<file path="src/rtl/id_counter_param_pkg.sv">
// Shared types and helpers for the DPLL increment/decrement counter.
package idc_pkg;

  typedef enum logic [1:0] {ADJ_NONE, ADJ_INC, ADJ_DEC} adj_t;

  function automatic int ph_width(input int div);
    return $clog2(div + 1);
  endfunction

  // Adds delta to base within +/-(2^(pend_w-1)-1); an out-of-range result keeps base.
  function automatic int sat_add(input int base, input int delta, input int pend_w,
                                 output logic ovf);
    int pmax;
    int sum;
    pmax = (1 << (pend_w - 1)) - 1;
    sum  = base + delta;
    if (sum > pmax || sum < -pmax) begin
      ovf = 1'b1;
      return base;
    end
    ovf = 1'b0;
    return sum;
  endfunction

endpackage

</file>
<file path="src/rtl/id_counter_param_if.sv">
// Control inputs and recovered-clock outputs of the ID counter.
interface id_counter_param_if #(parameter int PEND_W = 4);
  logic                     en;
  logic                     inc_in;
  logic                     dec_in;
  logic                     clr_ovf;
  logic                     id_out;
  logic                     id_clk;
  logic signed [PEND_W-1:0] pend;
  logic                     inc_applied;
  logic                     dec_applied;
  logic                     ovf;

  modport master (
    output en, inc_in, dec_in, clr_ovf,
    input  id_out, id_clk, pend, inc_applied, dec_applied, ovf
  );

  modport slave (
    input  en, inc_in, dec_in, clr_ovf,
    output id_out, id_clk, pend, inc_applied, dec_applied, ovf
  );
endinterface

</file>
<file path="src/rtl/id_counter_param_edge_sync.sv">
// Synchroniser plus rising-edge detector; every flop resets high so a level
// already high at reset release is not seen as an edge. Event lags input by STAGES edges.
module edge_sync #(
  parameter int STAGES = 2
) (
  input  logic clk,
  input  logic reset,
  input  logic d,
  output logic evt
);
  logic s;
  logic hist;

  if (STAGES == 0) begin : g_bypass
    assign s = d;
  end else begin : g_sync
    logic [STAGES-1:0] sr;
    always_ff @(posedge clk or negedge reset) begin
      if (!reset) begin
        sr <= '1;
      end else begin
        sr[0] <= d;
        for (int i = 1; i < STAGES; i++) sr[i] <= sr[i-1];
      end
    end
    assign s = sr[STAGES-1];
  end

  always_ff @(posedge clk or negedge reset) begin
    if (!reset) hist <= 1'b1;
    else        hist <= s;
  end

  assign evt = s & ~hist;
endmodule

</file>
<file path="src/rtl/id_counter_param.sv">
// Divides clk by DIV, shortening/lengthening one period per queued carry/borrow.
// Outputs are registered from next-state; corrections queue in a saturating pending count.
module id_counter_param
  import idc_pkg::*;
#(
  parameter int DIV         = 4,
  parameter int PEND_W      = 4,
  parameter int SYNC_STAGES = 2
) (
  input logic               clk,
  input logic               reset,
  id_counter_param_if.slave bus
);
  localparam int W = ph_width(DIV);
  localparam logic [W-1:0] LAST_NOM   = W'(DIV - 1);
  localparam logic [W-1:0] LAST_SHORT = W'(DIV - 2);
  localparam logic [W-1:0] LAST_LONG  = W'(DIV);

  logic [W-1:0]             ph, last, ph_n, last_n;
  logic signed [PEND_W-1:0] pend, pend_n;
  logic                     run, inc_evt, dec_evt, sat_ovf;
  logic                     id_out_q, id_clk_q, inc_q, dec_q, ovf_q;
  adj_t                     adj_n;
  int                       c, sum;

  edge_sync #(.STAGES(SYNC_STAGES)) u_inc_sync (
    .clk(clk), .reset(reset), .d(bus.inc_in), .evt(inc_evt)
  );
  edge_sync #(.STAGES(SYNC_STAGES)) u_dec_sync (
    .clk(clk), .reset(reset), .d(bus.dec_in), .evt(dec_evt)
  );

  always_comb begin
    c      = 0;
    ph_n   = '0;
    last_n = LAST_NOM;
    // The first cycle after en rises restarts the divider at ph=0 with nominal length.
    if (bus.en && run) begin
      if (ph == last) begin
        // The strobe registered for this terminal cycle already encodes sign(pend).
        if (inc_q) begin
          last_n = LAST_SHORT;
          c      = 1;
        end else if (dec_q) begin
          last_n = LAST_LONG;
          c      = -1;
        end
      end else begin
        ph_n   = ph + 1'b1;
        last_n = last;
      end
    end

    sum    = sat_add(int'(pend) - c, int'(inc_evt) - int'(dec_evt), PEND_W, sat_ovf);
    pend_n = PEND_W'(sum);

    adj_n = ADJ_NONE;
    if (bus.en && (ph_n == last_n)) begin
      if (pend_n > 0)      adj_n = ADJ_INC;
      else if (pend_n < 0) adj_n = ADJ_DEC;
    end
  end

  always_ff @(posedge clk or negedge reset) begin
    if (!reset) begin
      ph       <= '0;
      last     <= LAST_NOM;
      run      <= 1'b0;
      pend     <= '0;
      id_out_q <= 1'b0;
      id_clk_q <= 1'b0;
      inc_q    <= 1'b0;
      dec_q    <= 1'b0;
      ovf_q    <= 1'b0;
    end else begin
      ph       <= ph_n;
      last     <= last_n;
      run      <= bus.en;
      pend     <= pend_n;
      id_out_q <= bus.en && (ph_n == '0);
      id_clk_q <= bus.en && (int'(ph_n) < (int'(last_n) + 2) / 2);
      inc_q    <= (adj_n == ADJ_INC);
      dec_q    <= (adj_n == ADJ_DEC);
      ovf_q    <= sat_ovf | (ovf_q & ~bus.clr_ovf);
    end
  end

  assign bus.id_out      = id_out_q;
  assign bus.id_clk      = id_clk_q;
  assign bus.pend        = pend;
  assign bus.inc_applied = inc_q;
  assign bus.dec_applied = dec_q;
  assign bus.ovf         = ovf_q;
endmodule

</file>
<file path="src/flat_wrapper.sv">
// flat-port wrapper written by rule: the top's interface ports become plain ports
module id_counter_param_flat import idc_pkg::*;
#(
  parameter int DIV         = 4,
  parameter int PEND_W      = 4,
  parameter int SYNC_STAGES = 2
)
  (clk, reset, bus_en, bus_inc_in, bus_dec_in, bus_clr_ovf, bus_id_out, bus_id_clk, bus_pend, bus_inc_applied, bus_dec_applied, bus_ovf);
  id_counter_param_if #(.PEND_W(PEND_W)) bus_i ();
  input logic clk;
  input logic reset;
  input wire logic [$bits(bus_i.en)-1:0] bus_en;
  input wire logic [$bits(bus_i.inc_in)-1:0] bus_inc_in;
  input wire logic [$bits(bus_i.dec_in)-1:0] bus_dec_in;
  input wire logic [$bits(bus_i.clr_ovf)-1:0] bus_clr_ovf;
  output wire logic [$bits(bus_i.id_out)-1:0] bus_id_out;
  output wire logic [$bits(bus_i.id_clk)-1:0] bus_id_clk;
  output wire logic [$bits(bus_i.pend)-1:0] bus_pend;
  output wire logic [$bits(bus_i.inc_applied)-1:0] bus_inc_applied;
  output wire logic [$bits(bus_i.dec_applied)-1:0] bus_dec_applied;
  output wire logic [$bits(bus_i.ovf)-1:0] bus_ovf;
  assign bus_i.en = bus_en;
  assign bus_i.inc_in = bus_inc_in;
  assign bus_i.dec_in = bus_dec_in;
  assign bus_i.clr_ovf = bus_clr_ovf;
  assign bus_id_out = bus_i.id_out;
  assign bus_id_clk = bus_i.id_clk;
  assign bus_pend = bus_i.pend;
  assign bus_inc_applied = bus_i.inc_applied;
  assign bus_dec_applied = bus_i.dec_applied;
  assign bus_ovf = bus_i.ovf;
  id_counter_param #(.DIV(DIV), .PEND_W(PEND_W), .SYNC_STAGES(SYNC_STAGES)) u_core (.clk(clk), .reset(reset), .bus(bus_i));
endmodule
</file>
<file path="config.mk">
export PLATFORM = sky130hd
export DESIGN_NAME = id_counter_param_flat
export DESIGN_NICKNAME = d
export VERILOG_FILES = /design/src/rtl/id_counter_param_pkg.sv /design/src/rtl/id_counter_param_if.sv /design/src/rtl/id_counter_param_edge_sync.sv /design/src/rtl/id_counter_param.sv /design/src/flat_wrapper.sv
export SDC_FILE = /design/constraint.sdc
export NUM_CORES = 1
export LEC_CHECK = 0
export CAP_MARGIN = 20
export CORE_UTILIZATION = 40
export CTS_BUF_LIST = sky130_fd_sc_hd__clkbuf_4
export CTS_CLUSTER_SIZE = 24
export DETAILED_ROUTE_END_ITERATION = 6
export GPL_ROUTABILITY_DRIVEN = 0
export HOLD_SLACK_MARGIN = 0.03
export PLACE_DENSITY = 0.61
export SLEW_MARGIN = 10
export SYNTH_ARGS = -nofsm -noshare
export SYNTH_HDL_FRONTEND = slang
export SYNTH_SLANG_ARGS = --single-unit
</file>
<file path="constraint.sdc">
create_clock -name clk -period 6.4 [get_ports clk]
set_input_delay 0.64 -clock clk [delete_from_list [all_inputs] [get_ports clk]]
set_output_delay 0.64 -clock clk [all_outputs]
set_load 0.1 [all_outputs]
</file>
# Word level (Yosys, flattened, before mapping)
# Index checks and enable logic that the tools add are counted.
[totals]
elab_cells = 60
output_inout_bits = 9
inputBits = 6
reg_bits = 22
[op_classes]
n_eq_ne = 4
n_reduce_logical = 6
mux = 18
n_bitwise = 8
n_addsub = 6
order_cmp = 5
[op_table]
columns = ["operator", "count"]
rows = [
  ["32-bit two-way mux", 4],
  ["32-bit by 1-bit adder with 32-bit output", 1],
  ["32-bit by 2-bit adder with 32-bit output", 1],
  ["32-bit by 4-bit > comparator with 1-bit output (second input constant)", 1],
  ["32-bit by 4-bit less-than comparator with 1-bit output (second input constant)", 1],
  ["4-bit by 32-bit less-than comparator with 1-bit output", 1],
  ["4-bit by 32-bit subtractor with 32-bit output", 1],
  ["3-bit two-way mux", 6],
  ["4-bit two-way mux", 2],
  ["3-bit equality test", 2],
  ["2-bit two-way mux", 3],
  ["3-bit by 2-bit adder with 4-bit output (second input constant)", 1],
  ["4-bit by 1-bit > comparator with 1-bit output (second input constant)", 1],
  ["1-bit logical AND", 4],
  ["4-bit by 1-bit less-than comparator with 1-bit output (second input constant)", 1],
  ["3-bit by 1-bit adder with 3-bit output (second input constant)", 1],
  ["1-bit bitwise AND", 3],
  ["3-bit logical NOT", 1],
  ["1-bit two-way mux", 3],
  ["1-bit inverter", 3],
  ["2-bit by 1-bit equality test with 1-bit output (second input constant)", 1],
  ["2-bit equality test (second input constant)", 1],
  ["1-bit by 1-bit subtractor with 2-bit output", 1],
  ["1-bit bitwise AND (first input constant)", 1],
  ["other kinds (2)", 2],
]

# Logic depth before layout (Yosys ltp)
[logic_depth]
word_depth = 15
mapped_depth = 25
depth_no_buf = 24

# Hierarchy
# Synthesis repeated with hierarchy kept, for this count alone.
[unflattened]
cells_unflattened = 448
area_unflattened_um2 = 3542.1
[modules_own_cells]
columns = ["mod", "cells_each", "seq_area_each_um2", "instances", "area_per_inst_um2"]
rows = [
  ["id_counter_param", 440, 402.9, 1, 3357.0],
  ["edge_sync", 4, 78.8, 2, 92.6],
]

# Least setup slack after synthesis
# Ideal clock, no wire load.
[synth_timing]
path_type = "register to register"
start = "register u_core.dec_q, in the netlist u_core.bus.dec_applied"
end = "register u_core.pend[0], in the netlist u_core.bus.pend[0]"
setup_ns = 0.125
n_path_buf = 1
stages_incl_launch_ff = 22
path_slack_ns = -0.492
arrival_ns = 6.767
period_less_slack_ns = 6.892
t_required_ns = 6.275
cell_sequence = "dfrtp_1 > nand3b_1 > ha_1 > nor2b_1 > o21ai_0 > nand2b_1 > fa_1 > fa_1 > inv_1 > fa_1 > inv_1 > ha_1 > buf_2 > nand2_1 > o21ai_0 > nor4_1 > a2111o_1 > a211oi_1 > nor4bb_1 > and4_4 > mux2i_2 > mux2_4"
[synth_rtl]
columns = ["item", "line", "rtl"]
rows = [
  ["from (decl)", "id_counter_param.sv:22", "logic id_out_q, id_clk_q, inc_q, dec_q, ovf_q;"],
  ["from (signal assigned)", "id_counter_param.sv:83", "dec_q <= (adj_n == ADJ_DEC);"],
  ["to (signal assigned)", "id_counter_param.sv:79", "pend <= pend_n;"],
  ["to (decl)", "id_counter_param.sv:20", "logic signed [PEND_W-1:0] pend, pend_n;"],
]

==> impl_metrics.yaml <==
sta:
  max_freq_ghz: 0.165
  hold_viol_final: 0
  min_period_ns: 6.07
  fin_crit_sh_pct: 94.9
  max-slew-margin-rel_pct: 34.8
  fin_skew_ns: 0.00389
  fin_ws_ns: 0.330
  finalSetupViolCount: 0
  worst_pin_slew_ns: 0.974
  report.final.slew_viol_count: 0
grt:
  grt_usage_pct: 22.0
  grt_pass1_wl_microns: 17100
  antenna_found_initial: 0
  grt_max_degree: 26
  grt_pass1_vias: 3461
  grt-ovfl-total: 0
logic_synthesis:
  ys_seq_area_share_pct: 15.6
  netlist_instances: 458
  syn_area_sq_um: 3590
  postSynthAreaPerCell_sq_um: 7.84
  yosys_warnings: 0
  ys_async_sr_fraction_pct: 100
  synth_flop_cell: "dfrtp_1"
  synth_cell_types: 61
  yosys_register_bits: 22
  synth_edf_count: 0
  synthesis.nets: 515
routing:
  via_per_inst: 5.84
  first_pass_iters: 5
  drc_errors: 0
  post_drt_wl_per_cell_microns: 16.4
  ant_nets: 0
  wl_microns: 9980
  drt_iter0_markers: 265
  vias: 3564
critical_path:
  cp-end-kind: "flip-flop"
  cp-start-kind: "flip-flop"
  r2r_end: "u_core.bus.pend[0]$_DFF_PN0_"
  path_class: "flip-flop to flip-flop"
  worstPathCellList: "xor2_1, nor4_4, nand3b_1, ha_1, nor2b_1, o21ai_1, nand2b_1, fa_1, fa_1, inv_1, fa_1, inv_2, ha_1, a21oi_1, o21ai_2, nor4_1, a2111o_1, a211oi_1, nor4bb_1, and4_4, mux2i_2, mux2_4"
  crit-reg2reg-launch: "u_core.ph[0]$_DFF_PN0_"
  crit_fanout: 6
  ff2ff_path_depth: 22
  crit_path_frequent_cell: "fa_1"
  critPathSlowestCell: "dfrtp_1"
  slowest_delay_ns: 0.47
  ff2ff_setup_slack_ns: 0.33
  arrival_ns: 6.27
  required_ns: 6.60
floorplan:
  core_sq_um: 8720
  die_w_microns: 96.7
  dieArea_sq_um: 9360
  start_util_pct: 41.2
  fp.dieH_microns: 96.7
  fp-row-count: 34
  ios: 15
layout:
  area_delta_synth_final_pct: 18.7
  mostFrequentLayoutCells: "buf_4 (46), inv_1 (40), a21oi_1 (37)"
  layout_commonest_cell: "buf_4"
  drive_gt1_share_pct: 17.1
  diodes: 0
  layout.nets: 560
placement:
  port_buffers: 14
  dp_hpwl_microns: 8230
  dp_slack_ns: -0.287
clock_network:
  h-tree-depth: 1
  cts_tree: "yes"
  clk_latency_ns: 0.30
  clk_path_buf_depth: 2
  path_clk_slew_ns: 0.12
  cts.sinks: 22
  cts_made_buffers: 3
  cts-root-buf: "clkbuf_4"
status:
  status: "finished, final reports clean"
hold_path:
  hold_end: "u_core.u_inc_sync.g_sync.sr[1]$_DFF_PN1_"
  hp-class: "flip-flop to flip-flop"
  worstHoldStart: "u_core.u_inc_sync.g_sync.sr[0]$_DFF_PN1_"
  min_path_cells: 0
run:
  drv_cap: 0
pwr:
  max-vdd-ir-drop_mv: 0.239
  p_leak_nw: 2.00
  total_power_mw: 1.90
  power.density_nw_per_um2: 445
-- worst max-delay path by stage --
stage / from / to / slack (ns) / depth (start not counted)
6_report: u_core.ph[0]$_DFF_PN0_ / u_core.bus.pend[0]$_DFF_PN0_ / 0.33 / 22
3_5_place_dp: bus_en / u_core.bus.ovf$_DFF_PN0_ / -0.29 / 28
4_1_cts: bus_en / u_core.bus.ovf$_DFF_PN0_ / 0.006 / 28
5_1_grt: u_core.ph[0]$_DFF_PN0_ / u_core.bus.ovf$_DFF_PN0_ / -0.02 / 27
3_3_place_gp: bus_en / u_core.bus.pend[0]$_DFF_PN0_ / -0.16 / 28
2_1_floorplan: bus_en / u_core.bus.pend[0]$_DFF_PN0_ / -0.09 / 24
-- cell type report --
class,instances,area [sq um]
clock inverter,1,30.0
multi-input combinational,374,2860
clock buffer,3,22.5
inverter,41,154
fill,840,4460
sequential,22,563
tap,108,135
timing repair buffer,61,493
-- timing repair --
item,CTS,global route
pin swaps,2,1
endpoints found under the setup margin,2,7
gates resized for setup,0,5
hold buffers,0,0
buffers inserted,0,1
-- cells by family after synthesis --
logic type                 Yosys count  synth area share [%]
AOI/OAI and AO/OA                  140                  25.3
xor gates and xnor gates            25                  6.10
adders and majority gates           51                  21.5
buffers and inverters               62                  6.83
DFF                                 22                  15.6
muxes                                9                  2.79
and+or+nand+nor                    149                  21.8
-- worst max-delay path: cells and delay by family, from the launching register on --
kind,cells,cell delay (ns)
AO/OA/AOI/OAI,5,1.39
adder cells (fa/ha/maj),5,1.84
AND/OR/NAND/NOR,7,1.49
flip-flops,1,0.47
XOR/XNOR,1,0.20
multiplexers,2,0.40
buffers and inverters,2,0.17
-- report_power, final --
group | internal (mW) | switching (mW)
Clock | 0.0632 | 0.0418
Sequential | 0.150 | 0.00471
Combinational | 0.644 | 0.993
-- Yosys cell counts (3+ instances only) --
| cell | instances | area, sq um |
|---|---|---|
| and3_1 | 8 | 50.1 |
| nor3_1 | 10 | 50.1 |
| xnor2_1 | 14 | 123 |
| mux2i_1 | 6 | 60.1 |
| dfrtp_1 | 14 | 350 |
| o21ai_0 | 29 | 145 |
| nand2_1 | 37 | 139 |
| a31oi_1 | 8 | 50.1 |
| a21oi_1 | 38 | 190 |
| nand4_1 | 9 | 56.3 |
| buf_2 | 4 | 20.0 |
| dfstp_2 | 8 | 210 |
| o31ai_1 | 3 | 22.5 |
| nand3_1 | 8 | 40.0 |
| ha_1 | 33 | 413 |
| inv_1 | 41 | 154 |
| nor4_1 | 10 | 62.6 |
| xor2_1 | 11 | 96.3 |
| buf_1 | 3 | 11.3 |
| o211ai_1 | 4 | 30.0 |
| fa_1 | 18 | 360 |
| and2_1 | 4 | 25.0 |
| o21a_1 | 10 | 75.1 |
| clkbuf_1 | 13 | 48.8 |
| nor2b_1 | 6 | 37.5 |
| a21o_1 | 15 | 113 |
| and3b_1 | 3 | 26.3 |
| nand2b_1 | 4 | 25.0 |
| a221o_1 | 3 | 30.0 |
| nor2_1 | 34 | 128 |
| or2_2 | 5 | 31.3 |
| a211oi_1 | 6 | 45.0 |
| o21bai_1 | 3 | 22.5 |
-- metrics by stage --
| stage | util (%) | setup TNS, ns | instances | hold WS, ns | instance area, sq um |
|---|---|---|---|---|---|
| after detailed placement | 48.0 | -1.52 | 604 | 0.353 | 4180 |
| after CTS | 48.6 | 0 | 608 | 0.362 | 4240 |
| after global placement | 48.0 | -0.726 | 604 | 0.348 | 4180 |
| after floorplan | - | -0.0906 | 458 | 0.344 | 3670 |
| after global routing | 48.9 | -0.0739 | 610 | 0.368 | 4260 |
| final | 48.9 | 0 | 610 | 0.367 | 4260 |
-- per-layer routing --
layer / wire length, microns / vias to the layer above / track usage [%] / part of all wire (%)
li1: - / 1735 / - / -
met1: 4670 / 1677 / 31.9 / 47
met2: 4480 / 127 / 35.0 / 45
met3: 571 / 25 / 1.95 / 5.7
met4: 249 / 0 / 6.20 / 2.5
met5: 0 / - / 0 / 0
-- sequential cells by signal, indices dropped and copies added (netlist names) --
signal                       count
u_core.bus.inc_applied           1
u_core.bus.dec_applied           1
u_core.bus.id_out                1
u_core.u_inc_sync.hist           1
u_core.bus.pend                  4
u_core.bus.id_clk                1
u_core.ph                        3
u_core.u_inc_sync.g_sync.sr      2
u_core.bus.ovf                   1
u_core.last                      3
u_core.u_dec_sync.hist           1
u_core.run                       1
u_core.u_dec_sync.g_sync.sr      2
No activity file was read; power rests on OpenSTA's default activity.
